<file path="config.mk">
export PLATFORM = sky130hd
export DESIGN_NAME = pixel_write_buffer
export DESIGN_NICKNAME = d
export VERILOG_FILES = /design/src/rtl/pixel_write_buffer.sv
export SDC_FILE = /design/constraint.sdc
export NUM_CORES = 1
export LEC_CHECK = 0
export BUFFER_PORTS_ARGS = -buffer_cell sky130_fd_sc_hd__buf_4
export CAP_MARGIN = 5
export CORE_MARGIN = 4
export CORE_UTILIZATION = 45
export DETAILED_ROUTE_END_ITERATION = 8
export HOLD_SLACK_MARGIN = 0.1
export MAX_ROUTING_LAYER = met4
export PLACE_DENSITY = 0.62
export SKIP_LAST_GASP = 1
export SLEW_MARGIN = 20
export SYNTH_ARGS = -nofsm -noshare
export SYNTH_HDL_FRONTEND = slang
export SYNTH_SLANG_ARGS = --single-unit
</file>
<file path="constraint.sdc">
create_clock -name clk -period 4.2 [get_ports clk]
set_input_delay 1.05 -clock clk [delete_from_list [all_inputs] [get_ports clk]]
set_output_delay 1.05 -clock clk [all_outputs]
set_load 0.02 [all_outputs]
</file>
<file path="src/rtl/pixel_write_buffer.sv">
// ---------------------------------------------------------------------------
// pixel_write_buffer
//
// Sink end of the drawing controllers' plot interface. Each one-cycle plot
// strobe carries an (x, y, colour) pixel. Pixels outside the visible screen
// are clipped here. The rest are queued in a small FIFO. A drain FSM pops the
// queue, turns each pixel into a linear framebuffer address
// (y * SCREEN_W + x) and presents it on an arbitrated write port. The write
// is held until the arbiter grants it.
//
// Optional feature (macro PIXWR_CLIP_CNT_EN): adds the clip_cnt output, a
// saturating 8-bit count of pixels discarded by the clip check.
//
// Ports
//   clk        in   system clock
//   reset      in   asynchronous, active-high reset
//   plot       in   pixel strobe, one pixel per cycle high
//   x, y       in   pixel column / row, sampled with plot
//   colour     in   pixel colour, sampled with plot
//   ready      out  FIFO can accept a pixel this cycle
//   mem_addr   out  framebuffer write address
//   mem_data   out  framebuffer write data
//   mem_we     out  write request, high while a write is pending
//   mem_grant  in   arbiter accepts the pending write this cycle
//   idle       out  FIFO empty and no write in flight
//   drop       out  sticky: plot seen while ready was low
//   clip_cnt   out  (PIXWR_CLIP_CNT_EN only) saturating clipped-pixel count
// ---------------------------------------------------------------------------
module pixel_write_buffer #(
    parameter int X_W      = 8,
    parameter int Y_W      = 7,
    parameter int C_W      = 3,
    parameter int SCREEN_W = 160,
    parameter int SCREEN_H = 120,
    parameter int DEPTH    = 4,
    parameter int ADDR_W   = 15
) (
    input  logic              clk,
    input  logic              reset,
    input  logic              plot,
    input  logic [X_W-1:0]    x,
    input  logic [Y_W-1:0]    y,
    input  logic [C_W-1:0]    colour,
    output logic              ready,
    output logic [ADDR_W-1:0] mem_addr,
    output logic [C_W-1:0]    mem_data,
    output logic              mem_we,
    input  logic              mem_grant,
    output logic              idle,
    output logic              drop
`ifdef PIXWR_CLIP_CNT_EN
    ,
    output logic [7:0]        clip_cnt
`endif
);

    localparam int E_W   = X_W + Y_W + C_W;
    localparam int PTR_W = (DEPTH > 1) ? $clog2(DEPTH) : 1;
    localparam int CNT_W = $clog2(DEPTH + 1);

    typedef enum logic {
        IDLE,
        WRITE
    } state_t;

    state_t             state_q;
    logic [E_W-1:0]     fifoMem_q [DEPTH];
    logic [PTR_W-1:0]   wrPtr_q, wrPtr_d;
    logic [PTR_W-1:0]   rdPtr_q, rdPtr_d;
    logic [CNT_W-1:0]   count_q, count_d;
    logic               drop_q;
    logic [ADDR_W-1:0]  addr_q;
    logic [C_W-1:0]     data_q;
    logic               we_q;

    logic               inBounds;
    logic               push;
    logic               pop;
    logic               notEmpty;
    logic [E_W-1:0]     head;
    logic [X_W-1:0]     headX;
    logic [Y_W-1:0]     headY;
    logic [C_W-1:0]     headC;
    logic [ADDR_W-1:0]  headAddr;

    // Handshake and status flags come straight from registered state, so
    // reset drives them to their idle values without waiting for a clock.
    assign ready    = (count_q != CNT_W'(DEPTH));
    assign notEmpty = (count_q != '0);
    assign idle     = !notEmpty && (state_q == IDLE);
    assign drop     = drop_q;
    assign mem_addr = addr_q;
    assign mem_data = data_q;
    assign mem_we   = we_q;

    // Clip check on the raw coordinates; widened so the compare is exact.
    assign inBounds = (int'(x) < SCREEN_W) && (int'(y) < SCREEN_H);
    assign push     = plot && ready && inBounds;

    // Pop in IDLE whenever data is queued; in WRITE only on the granted
    // cycle, so the next entry is loaded exactly as the current one commits.
    assign pop      = notEmpty && ((state_q == IDLE) || mem_grant);

    // Unpack the head entry and form its linear address at full width.
    assign head     = fifoMem_q[rdPtr_q];
    assign headX    = head[E_W-1 -: X_W];
    assign headY    = head[C_W +: Y_W];
    assign headC    = head[C_W-1:0];
    assign headAddr = ADDR_W'(headY) * ADDR_W'(SCREEN_W) + ADDR_W'(headX);

    // Next-state for the FIFO pointers and occupancy count. A push and a pop
    // in the same cycle leave the count unchanged.
    always_comb begin
        wrPtr_d = wrPtr_q;
        rdPtr_d = rdPtr_q;
        count_d = count_q;
        if (push) begin
            wrPtr_d = wrPtr_q + 1'b1;
        end
        if (pop) begin
            rdPtr_d = rdPtr_q + 1'b1;
        end
        case ({push, pop})
            2'b10:   count_d = count_q + 1'b1;
            2'b01:   count_d = count_q - 1'b1;
            default: count_d = count_q;
        endcase
    end

    // Storage is not reset. Only the pointers define which entries are valid.
    always_ff @(posedge clk) begin
        if (push) begin
            fifoMem_q[wrPtr_q] <= {x, y, colour};
        end
    end

    // FIFO control registers and the sticky overflow flag.
    always_ff @(posedge clk or posedge reset) begin
        if (reset) begin
            wrPtr_q <= '0;
            rdPtr_q <= '0;
            count_q <= '0;
            drop_q  <= 1'b0;
        end else begin
            wrPtr_q <= wrPtr_d;
            rdPtr_q <= rdPtr_d;
            count_q <= count_d;
            if (plot && !ready) begin
                drop_q <= 1'b1;
            end
        end
    end

    // Drain FSM with registered write-port outputs. mem_we is high exactly
    // while in WRITE. Address and data only change on a pop, so they stay
    // stable through any number of ungranted cycles.
    always_ff @(posedge clk or posedge reset) begin
        if (reset) begin
            state_q <= IDLE;
            we_q    <= 1'b0;
            addr_q  <= '0;
            data_q  <= '0;
        end else begin
            case (state_q)
                IDLE: begin
                    if (notEmpty) begin
                        addr_q  <= headAddr;
                        data_q  <= headC;
                        we_q    <= 1'b1;
                        state_q <= WRITE;
                    end
                end
                WRITE: begin
                    if (mem_grant) begin
                        if (notEmpty) begin
                            addr_q  <= headAddr;
                            data_q  <= headC;
                        end else begin
                            we_q    <= 1'b0;
                            state_q <= IDLE;
                        end
                    end
                end
                default: begin
                    we_q    <= 1'b0;
                    state_q <= IDLE;
                end
            endcase
        end
    end

`ifdef PIXWR_CLIP_CNT_EN
    logic [7:0] clipCnt_q;

    // Saturating count of accepted-but-clipped pixels. It sticks at 255.
    always_ff @(posedge clk or posedge reset) begin
        if (reset) begin
            clipCnt_q <= '0;
        end else if (plot && ready && !inBounds && (clipCnt_q != 8'hFF)) begin
            clipCnt_q <= clipCnt_q + 8'd1;
        end
    end

    assign clip_cnt = clipCnt_q;
`endif

endmodule

</file>
==> summary by stage, run 1 <==
GRT
The number of global-route vias before repair is 2282. The first-pass GRT wire length is around 12000 um. The initial antenna violation count is 0.

The pin count of the biggest net entering global routing is 29. The total overflow reported by the global router is 0. The overall routing resource usage is 0.148.

Logic synthesis
By area the synthesized netlist is led by sky130_fd_sc_hd__edfxtp_1, sky130_fd_sc_hd__dfrtp_1, sky130_fd_sc_hd__mux4_2, sky130_fd_sc_hd__ha_1, sky130_fd_sc_hd__mux2_2. In this run, synthesis inferred between 70 and 80 flip-flops with an integrated enable. The sequential fraction of the synthesis area is 0.673. Of the total synthesized cell area, the portion taken by XOR and XNOR cells is 0.0309.

The number of nets in the synthesized netlist is 288. The cell taking the most area after synthesis is sky130_fd_sc_hd__edfxtp_1. The combinational family with the most area after synthesis is multiplexers. The total number of yosys warnings is 0.

In this run, distinct cell masters in the synthesized netlist total 34. The average footprint of a synthesized cell is between 15 and 20 um2. Of the post-synthesis cell area, the part taken by muxes is 0.132. Of the total synthesized cell area, the portion taken by AND, OR, NAND and NOR gates is 0.0365. The post-synthesis adder-cell area fraction is 0.0700.

The post-synthesis sequential element count is 100. The post-synthesis compound-gate area fraction is 0.0388. The cell count after synthesis is 244. Counting flops with an async set or reset pin after synthesis yields a share of 0.280.

The synthesized netlist occupies a cell area of 4250 um2. The fraction of synthesized cell area taken by the top area cell type is 0.509. In the synthesized netlist the dominant register cell turns out to be sky130_fd_sc_hd__edfxtp_1.

STA
For the final routed database, the setup TNS stands at 0 ns. Setup violations remaining at the end of the flow were counted as 0. The transition at the pin with the smallest max-transition slack is slightly above 0.6 ns.

The number of max-slew violations in the final report is 0. The ratio of final minimum period to clock period is 0.831. Setup repair after global routing left no endpoint under its margin. Clock skew on the completed layout was measured at 0.0103 ns. The number of endpoints with negative hold slack in the final report is 0. The clock period minus final worst setup slack is between 3 and 4 ns. In this run the tightest slew margin relative to its limit is 0.586. The fmax is approximately 0.29 GHz.

Critical path
The top fanout value on the critical path is 10. The critical path goes through mux4_2 > ha_1 > ha_1 > fa_1 > xor2_1 > nand3_1 > o21bai_1 > a2111o_1 > a31oi_1. In this design, the stage delay of the slowest critical-path cell is 0.72 ns.

The worst setup path is launched from a register. The endpoint class of the critical path is a register. The kind of critical path is reg -> reg. The cell with the biggest individual delay on the critical path is sky130_fd_sc_hd__dfrtp_1. The setup slack on the worst flop-to-flop path is 0.71 ns. The cell that appears most often on the critical path is sky130_fd_sc_hd__ha_1. The number of buffers and inverters on the critical path is 0. The origin of the critical flop-to-flop path is rdPtr_q[0]. For the worst setup path, the data arrival time is roughly 3.8 ns.

Data on the critical path is required at its endpoint by 4.48 ns. The number of cell instances on the worst register-to-register path is 9. The reg-to-reg endpoint is mem_addr[13]. Broken down by cell family, the worst path's largest delay share belongs to adder cells.

Layout
At the end of the flow, the number of nets in the layout was about 340. With fillers left out, the area of the finished cells amounts to between 4000 and 5000 um2. The final core area utilization is 0.539. Compared with the post-synthesis result, the final layout area differs by 17.2%. The fraction of layout cells with a size suffix above 1 is 0.329. The number of antenna diodes in the final layout is 0.

Clocking
Post-CTS timing repair inserted 0 buffers for setup. For the worst-skew pair, the clock arrives at the later sink with an insertion delay of ~0.36 ns. The buffer depth of the longest clock path is 2.

The master cell of the clock root buffer is sky130_fd_sc_hd__clkbuf_8. The TritonCTS clock tree is done. The number of clock buffers added by TritonCTS is 9. The hold buffer count at cts is 0.

The total clock sinks is 100. In this run, post-CTS repair resized a total of 0 instances. The clock-pin transition on the worst setup and hold timing paths is around 0.10 ns. The H-tree was split into 3 levels.

Detailed routing
The via count is between 2000 and 2500. The routed wire length per instance is 17.1 um. Using the TritonRoute via totals, the vias-per-cell ratio works out to 5.09. The post-detailed-route DRC marker count is 0. The remaining number of nets flagged by the antenna check after routing is 0.

The violation count after the first detailed-route iteration is 140. The first-pass iteration count of the detailed router is 4. Wires add up to between 7000 and 8000 um.

Floorplanning
The area of the die is 11100 um2. The total I/O pin count is 44. The die span in y is approximately 110 um. The placeable core region is 9240 um2. The initial core utilization is 0.460. In this run the core area contains 35 standard-cell rows. The horizontal die dimension is about 110 um.

Pwr
VDD sags by at most around 0.00034 V. Total power for the finished layout comes to ~4000 uW. For this design the static power due to leakage is 0.00191 uW.

For this design the ratio of total power to cell area is ~810 nW/um2.

Place
Routability-driven placement finished with a final weighted congestion of about 0.70. The sum of net half-perimeters after detailed placement is roughly 5000 um. The count of buffers added on input and output ports is 43. Once placement finished, the instance area stood at 4770 um2.

Flow run
The count of max-cap constraint violations is 0.

Worst hold path
The classification of the worst-slack hold path is reg -> reg. The worst hold path begins at drop. The worst-case hold path end point is drop. Along the worst hold path, the cell count comes to 1.

Outcome
The flow ran to the end, and the final reports show no timing, DRC or antenna violations.
-- metal layers --
metal,GRT usage,vias to the layer above,part of all wire
met2,0.232,49,0.49
li1,-,1040,-
met1,0.190,1106,0.46
met3,0.0383,7,0.039
met5,-,-,0
met4,0.0478,0,0.014
-- synth_stat cells (all sizes together), types with 3 or more instances --
| cell type | count |
|---|---|
| xnor2 | 7 |
| buf | 6 |
| mux4 | 18 |
| nand2 | 5 |
| mux2 | 13 |
| and2 | 4 |
| fa | 3 |
| a21o | 3 |
| a21oi | 6 |
| xor2 | 8 |
| nor2 | 11 |
| o21ai | 8 |
| edfxtp | 72 |
| inv | 12 |
| ha | 19 |
| dfrtp | 28 |
-- kinds of logic (layout without fill, tap and decap cells) --
kind of cell,after synthesis,in the layout
simple gates,30,30
compound gates,26,26
xor+xnor,15,15
flops,100,100
buf+inv,19,79
fa+ha+maj,22,22
mux,32,32
-- registers in the layout, summed over array words and instances (netlist names) --
name       cells
mem_data       3
drop           1
state_q        1
fifoMem_q     72
mem_we         1
rdPtr_q        2
count_q        3
wrPtr_q        2
mem_addr      15
-- area by class of cell --
| class | instances | area, um2 |
|---|---|---|
| Fill cell | 743 | 4260 |
| Multi-Input combinational cell | 125 | 1320 |
| Inverter | 12 | 45.0 |
| Clock buffer | 9 | 124 |
| Timing Repair Buffer | 51 | 383 |
| Clock inverter | 7 | 93.8 |
| Tap cell | 129 | 161 |
| Sequential cell | 100 | 2860 |
-- worst max path at each step --
stage / from / to / cells past startpoint
floorplan: rdPtr_q[0] / mem_addr[13] / 11
global placement: rdPtr_q[0] / mem_addr[13] / 9
detailed placement: rdPtr_q[0] / mem_addr[13] / 9
CTS: rdPtr_q[0] / mem_addr[13] / 9
global route: rdPtr_q[0] / mem_addr[13] / 9
finish: rdPtr_q[0] / mem_addr[13] / 9
-- cells in the final DEF, fill, tap and decap left out, types with 3 or more instances in the layout --
cell type | synthesis | routed
sky130_fd_sc_hd__nand2_1 | 5 | 5
sky130_fd_sc_hd__a21o_1 | 3 | 3
sky130_fd_sc_hd__mux2_2 | 11 | 11
sky130_fd_sc_hd__dfrtp_1 | 28 | 28
sky130_fd_sc_hd__o21ai_0 | 8 | 8
sky130_fd_sc_hd__inv_1 | 12 | 12
sky130_fd_sc_hd__mux4_2 | 18 | 18
sky130_fd_sc_hd__fa_1 | 3 | 3
sky130_fd_sc_hd__xor2_1 | 8 | 8
sky130_fd_sc_hd__ha_1 | 19 | 19
sky130_fd_sc_hd__nor2_1 | 11 | 11
sky130_fd_sc_hd__clkbuf_8 | 0 | 9
sky130_fd_sc_hd__buf_4 | 0 | 51
sky130_fd_sc_hd__edfxtp_1 | 72 | 72
sky130_fd_sc_hd__xnor2_1 | 7 | 7
sky130_fd_sc_hd__and2_1 | 4 | 4
sky130_fd_sc_hd__a21oi_1 | 6 | 5
-- power by group --
part / switching, uW / leakage, uW / internal [uW]
logic: 1010 / 0.000822 / 940
clock network: 353 / 0.000107 / 292
registers: 146 / 0.000977 / 1300
total: 1510 / 0.00191 / 2530
-- stage by stage --
| stage | hold WS [ns] | std cells | setup slack (ns) |
|---|---|---|---|
| CTS | 0.493 | 433 | 0.643 |
| floorplan | 0.480 | 244 | 0.693 |
| finish | 0.489 | 433 | 0.710 |
| detailed placement | 0.465 | 417 | 0.671 |
| global route | 0.507 | 433 | 0.326 |
| global placement | 0.462 | 417 | 0.759 |
Note: power is estimated with default switching activity, not from simulation.
==> run 2, diff against run 1 <==
Settings changed: ABC_AREA from default to 1, PLACE_DENSITY 0.62 to 0.61.
Clock period 4.2 ns to 3.6 ns, I/O delays scaled along.
==> summary by stage, run 2 <==
Critical path
The worst path required time is 3.90 ns. The worst setup path is of the reg -> reg kind. In this run the worst path has a maximum fanout of 25.

The signal on the critical path passes through inv_2 > nand2_1 > a32oi_1 > ha_1 > ha_1 > fa_1 > nand2_1 > inv_1 > nand2_1 > nor2_2 > nand3_1 > o21ai_1 > nand2_1 > nand2_1. The most numerous cell type found on the critical path is sky130_fd_sc_hd__nand2_1. The endpoint class of the critical path is a register. The worst endpoint data arrival time is 3.19 ns.

The stage delay of the slowest cell on the critical path is about 0.54 ns. On the critical path, the stage with the largest delay is an instance of sky130_fd_sc_hd__fa_1. The type of origin of the critical path is a register.

Layout
The growth of design area from synthesis to finish is 13.9%. The repair_antennas step left the layout with diodes totalling 0. The register with the most flip-flops in the layout has 72 of them. The fraction of layout cells with a size suffix above 1 is 0.187. In the final design database the tool counted 478 nets. The library cell used most frequently in the layout, excluding fill and tap cells, is sky130_fd_sc_hd__edfxtp_1. Ranked by flip-flop count, first place goes to fifoMem_q. The finished cells cover around 5000 um2. In the layout the commonest cells are sky130_fd_sc_hd__edfxtp_1, sky130_fd_sc_hd__nor2_1, sky130_fd_sc_hd__nand2_1.

Detailed routing
For this run, design rule violations remaining after detail routing come to 0. The violation count after the first detailed-route iteration is 108. In this run the remaining antenna-violating nets after routing total 0. The wire length on met3 is about 260 um. The via count is roughly 2800. The routed wire length per instance is approximately 15 um. The top metal layer carrying routed signals is met4.

The total wirelength of the detailed-routed design is roughly 8500 um. The detailed-routed wire length on met2 is approximately 3900 um. Using the TritonRoute via totals, the vias-per-cell ratio works out to around 4.9. After detailed routing, the wire length on met1 is 4230 um. The first detailed-routing pass took 4 iterations.

Clocking
The post-CTS resize count is 0. The master cell of the clock root buffer is sky130_fd_sc_hd__clkbuf_8. The later pin in the worst-skew pair is clocked with a latency of 0.36 ns. After clock tree synthesis, the flow added hold-fix buffers numbering 0. The post-CTS setup buffer count is 0.

The buffer depth of the longest clock path is 2. The total clock sinks is 100. Counting the buffers created by CTS gives 9. The number of H-tree levels is 3. TritonCTS built the clock tree. Clock-pin slew was measured on the worst setup and hold paths at ~0.09 ns.

Logic synthesis
The cell taking the most area after synthesis is sky130_fd_sc_hd__edfxtp_1. The share of the synthesized netlist area taken by xor and xnor gates is 0.0158. Yosys mapped a number of flops with a built-in enable equal to 72. The commonest cells after synthesis are sky130_fd_sc_hd__edfxtp_1, sky130_fd_sc_hd__nor2_1, sky130_fd_sc_hd__nand2_1.

In the synthesized netlist the async set-or-reset flop fraction comes to 0.280. By area, the combinational part of the netlist is dominated by simple AND/OR/NAND/NOR gates. Of the total synthesized cell area, the portion taken by AND, OR, NAND and NOR gates is 0.137. The share of the Yosys chip area taken by registers is 0.647. The post-synthesis net count is 429.

The fraction of synthesized cell area taken by the top area cell type is 0.489. The post-synthesis compound-gate area fraction came to 0.0868. The leading cell type by number of instances after synthesis is sky130_fd_sc_hd__edfxtp_1. The summed instance area of the synthesized netlist is 4430 um2. The multiplexer area fraction after synthesis is 0. The synthesized design contains 100 register bits. The most used flip-flop cell after synthesis is sky130_fd_sc_hd__edfxtp_1. A synthesized cell averages roughly 11 um2. For this run, the number of Yosys warnings is 0. After synthesis, the cell types taking the most area are sky130_fd_sc_hd__edfxtp_1, sky130_fd_sc_hd__dfrtp_1, sky130_fd_sc_hd__nor2_1, sky130_fd_sc_hd__ha_1, sky130_fd_sc_hd__nand2_1. The post-synthesis adder-cell area fraction is 0.0673. Synthesis handed over a netlist of just under 400 instances. The unique cell type count in the Yosys netlist is 31.

STA
Static timing analysis puts the maximum clock frequency at ~0.35 GHz. Subtracting the final worst setup slack from the clock period gives about 2.9 ns. The number of endpoints with negative hold slack in the final report is 0.

Setup violations remaining at the end of the flow were counted as 0. Setup repair after global routing left no endpoint under its margin. The clock tree skew after final layout is between 0.01 and 0.015 ns.

The sum of negative setup slack is 0 ns. For the pin with the worst max-slew slack, the measured transition is roughly 0.43 ns. The ratio of final minimum period to clock period is 0.804. The number of max-slew violations in the final report is 0.

The relative max-transition margin is 0.715.

Floorplanning
From left edge to right edge, the die measures roughly 110 um. The die covers 11500 um2. The initial core utilization is 0.470.

In this run the core area contains 35 standard-cell rows. The floorplan step defined a core boundary enclosing 9420 um2. The die span in y is 107 um. The total I/O pin count is 44.

GRT
Entering global routing, the biggest net connects 29 pins. The number of global-route vias before repair is 2797. The total overflow reported by the global router is 0. The first global-routing pass estimated ~14000 um of wire. For this run, the total global-route usage over all layers was measured as 0.165. The initial antenna violation count is 0.

Pwr
The clock network fraction of design power is 0.127. Of the total power, the share spent switching nets is 0.442. The part of the power in registers is 0.326.

In this run the power density over the cells is between 900 and 1000 nW/um2. The standby leakage power is a little over 0.002 uW. Internal power comes to 2780 uW. Of the total power, combinational logic draws 0.548. The net switching power is 2200 uW. The worst-case IR drop observed on VDD is 0.000427 V.

Place
The congestion estimate from routability-driven global placement came to between 0.8 and 0.9. During placement, the flow inserted port buffers numbering 43. Detailed placement finished with a half-perimeter wire length of about 5800 um. Summing all placed instances gives a cell area of 4870 um2.

Flow run
Across the run, the number of max-cap violations was 0.

Worst hold path
The classification of the worst-slack hold path is reg -> reg.

Outcome
The run finished with clean final reports.
-- run 2: per-layer routing --
layer | up-vias | GRT usage
met5 | - | -
met4 | 0 | 0.0575
met3 | 11 | 0.0247
met2 | 41 | 0.251
met1 | 1335 | 0.228
li1 | 1419 | -
-- run 2: cells by family (layout without fill, tap and decap cells) --
kind of cell	after synthesis	after routing
AO/OA/AOI/OAI	70	70
XOR/XNOR	8	8
adder cells (fa/ha/maj)	22	22
buffers and inverters	41	95
flip-flops	100	100
AND/OR/NAND/NOR	144	144
-- run 2: final cells by class --
cell class                 count  area (um2)
clock inverter                 6        40.0
inverter                      27         101
fill                         827        4370
tap                          129         161
multi-input combinational    244        1360
sequential                   100        2860
timing repair buffer          52         390
clock buffer                  10         128
-- run 2: final timing paths --
check                      startpoint      endpoint  depth (start not counted)  slack, ns
setup / recovery           rdPtr_q[0]  mem_addr[14]                         14       0.71
hold / removal                state_q        mem_we                          1       0.48
setup reg to reg           rdPtr_q[0]  mem_addr[14]                         14       0.71
hold reg to reg               state_q        mem_we                          1       0.48
max in group asynchronous       reset   mem_data[2]                          3       2.67
min in group asynchronous       reset   mem_addr[2]                          3       0.61
-- run 2: metrics by stage --
step / setup WS [ns] / utilization / hold slack [ns] / total power [uW] / cells
detailed placement: 0.717 / 0.518 / 0.464 / 4380 / 552
global placement: 0.782 / 0.518 / 0.443 / 4350 / 552
floorplan: 0.897 / - / 0.435 / 3700 / 385
global route: 0.472 / 0.535 / 0.491 / 5500 / 568
finish: 0.706 / 0.535 / 0.482 / 4980 / 568
CTS: 0.694 / 0.535 / 0.487 / 5010 / 568
-- run 2: critical path, delay by kind of cell, from the launching register on --
| kind | cells | cell delay [ns] |
|---|---|---|
| adders and majority gates | 3 | 1.08 |
| and+or+nand+nor | 7 | 0.57 |
| AOI/OAI and AO/OA | 2 | 0.44 |
| DFF | 1 | 0.41 |
| buffers and inverters | 2 | 0.34 |
-- run 2: power groups by stage --
| stage | logic, uW | registers (uW) | clock network, uW |
|---|---|---|---|
| CTS | 2740 | 1630 | 644 |
| floorplan | 1950 | 1750 | 0 |
| detailed placement | 2730 | 1650 | 0 |
| global placement | 2700 | 1650 | 0 |
| global route | 3160 | 1650 | 697 |
| finish | 2730 | 1620 | 631 |
==> run 3, diff against run 2 <==
Settings changed: ABC_AREA 1 to 0, PLACE_DENSITY 0.61 to 0.62.
Clock period 3.6 ns to 2.9 ns, I/O delays scaled along.
==> summary by stage, run 3 (same netlist as run 1, synthesis figures left out) <==
Critical path
The critical path in this run is classified as reg -> reg. The worst setup path is launched from a register. At the worst endpoint, the required time is 3.18 ns. The worst setup path is captured at a register. The worst register-to-register path begins at rdPtr_q[0]. The worst endpoint data arrival time is roughly 3.2 ns. In this run the register-to-register setup slack is -0.01 ns. The worst register-to-register path ends at mem_addr[13].

The number of cell instances on the worst register-to-register path is 10. Following the worst setup path forward leads to its endpoint at mem_addr[13]. The startpoint of the most critical setup path is rdPtr_q[0]. The top fanout value on the critical path is 8.

STA
The number of endpoints with negative hold slack in the final report is 0. The number of max-slew violations in the final report was 0. The clock period minus final worst setup slack is slightly below 3 ns. Setup repair after global routing could not meet its margin everywhere. For the pin with the worst max-slew slack, the measured transition is around 0.42 ns.

The clock tree skew after final layout is approximately 0.011 ns. Dividing the final minimum period by the clock period gives 1.00. The relative max-transition margin is 0.723.

The worst path setup slack after routing is -0.0123 ns. The total setup violations reported at the end of the flow is 2. Derived from the worst setup path, the maximum achievable clock frequency is roughly 0.34 GHz.

The sum of negative setup slack is -0.0211 ns. The final worst hold slack is roughly 0.43 ns.

Layout
The register with the most flip-flops in the layout has between 70 and 80 of them. The commonest non-fill, non-tap cell in the layout is sky130_fd_sc_hd__edfxtp_1. The net count of the finished layout is ~350. More flip-flops sit in one register than any other, and that register is fifoMem_q. The fraction of layout cells with a size suffix above 1 is 0.397.

The number of inserted diodes is 0. Relative to the synthesized area, the layout overhead comes to 21.6%. The filler cells instantiated in the layout total approximately 750.

Leaving out fill and tap cells, the most frequent cells in the layout are sky130_fd_sc_hd__edfxtp_1, sky130_fd_sc_hd__buf_4, sky130_fd_sc_hd__dfrtp_1.

Clocking
The tree is rooted in a sky130_fd_sc_hd__clkbuf_8. In this run the deepest clock path goes through 2 buffers. The clock latency on the worst-skew pair is 0.36 ns.

The total clock sinks is 100. The clock tree synthesis step divided the H-tree into 3 levels. After clock tree synthesis, the clock-pin slew on the worst setup and hold paths is roughly 0.1 ns. TritonCTS built the clock tree. Counting the buffers created by CTS gives 9.

Floorplanning
The horizontal die dimension is approximately 110 um. The number of placement rows is 35. For this configuration, the core starts out at a cell density of 0.460. The total I/O pin count is 44.

The area of the die is between 10000 and 15000 um2. The placeable core region is just over 9000 um2. The die span in y is ~110 um.

Place
During placement, the flow inserted port buffers numbering 43. The last weighted congestion value of the routability-driven placer is around 0.70. The sum of net half-perimeters after detailed placement is ~5100 um.

Worst hold path
In this run the worst hold path is classified as in -> async.

GRT
Across every metal layer, demand over resource in global routing totals 0.149. The number of global-route vias before repair is around 2400. The first-pass GRT wire length is approximately 12000 um. The total overflow reported by the global router is 0. The initial antenna violation count is 0.

Entering global routing, the biggest net connects 29 pins.

Outcome
The final reports fail on setup timing. The flow ran to the end, but the final reports show violations.

Detailed routing
The count of nets left with antenna violations once routing finished came out at 0. The first TritonRoute pass finished after 4 iterations. The via count is approximately 2200. After detailed routing, the number of remaining DRC violations is 0. After detailed routing, the average wire length per cell comes to around 17 um.

The first routing iteration left 104 violations. The via count normalized by instance count is approximately 5. Summed over all layers, the routed wires come to around 7400 um.

Flow run
The count of max-cap constraint violations is 0.

Pwr
Across the VDD grid, the largest voltage drop is roughly 0.0005 V. The total power density per cell area is 1250 nW/um2. For this design the static power due to leakage is 0.00196 uW.
[run 3: what timing repair did]
| item | CTS | global route |
|---|---|---|
| endpoints found under the setup margin | 4 | 5 |
| gates resized for setup | 4 | 4 |
| setup buffers | 3 | 0 |
| pin swaps | 3 | 6 |
| hold buffers | 0 | 0 |
[run 3: where the power goes]
| part | switching (uW) | leakage (uW) | internal, uW |
|---|---|---|---|
| clock | 494 | 0.0000914 | 349 |
| sequential | 154 | 0.000977 | 1880 |
| combinational | 1750 | 0.000896 | 1850 |
[run 3: per-stage QoR]
| step | util | cells | power, uW | setup slack (ns) | area (um2) |
|---|---|---|---|---|---|
| floorplan | - | 244 | 4510 | -0.133 | 4350 |
| global placement | 0.533 | 425 | 5460 | -0.00899 | 4930 |
| detailed placement | 0.533 | 425 | 5500 | -0.0377 | 4930 |
| CTS | 0.557 | 444 | 6460 | -0.0218 | 5150 |
| global route | 0.560 | 444 | 7000 | -0.140 | 5170 |
| finish | 0.560 | 444 | 6470 | -0.0123 | 5170 |
[run 3: worst min path at each step]
stage	startpoint	to	depth (start not counted)
4_1_cts	reset	mem_we	3
3_3_place_gp	drop	drop	1
6_report	reset	mem_we	3
5_1_grt	reset	mem_we	3
2_1_floorplan	count_q[0]	count_q[0]	1
3_5_place_dp	drop	drop	1
[run 3: per-layer routing]
layer  up-vias  share of wire  track usage
li1       1062              -            -
met3         9          0.036       0.0278
met4         0          0.012       0.0544
met2        47           0.51        0.237
met1      1121           0.45        0.192
met5         -              0            -
[run 3: critical path, stage by stage (launching register included)]
cell                       delay, ns
sky130_fd_sc_hd__dfrtp_1        0.41
sky130_fd_sc_hd__buf_12         0.15
sky130_fd_sc_hd__mux4_2         0.54
sky130_fd_sc_hd__ha_4           0.27
sky130_fd_sc_hd__ha_4           0.16
sky130_fd_sc_hd__fa_2           0.36
sky130_fd_sc_hd__a21o_1         0.18
sky130_fd_sc_hd__a21oi_2        0.17
sky130_fd_sc_hd__xor2_1         0.12
sky130_fd_sc_hd__a2111o_1       0.36
sky130_fd_sc_hd__a31oi_1        0.13
[run 3: area by class of cell]
type | instances | area [um2] | share of cell area
well taps | 129 | 161 | 0.0312
multi-input cells | 125 | 1420 | 0.275
clock buffers | 10 | 138 | 0.0266
repair buffers | 62 | 490 | 0.0949
inverters | 12 | 45.0 | 0.00871
flip-flops and latches | 100 | 2860 | 0.554
clock inverters | 6 | 52.6 | 0.0102
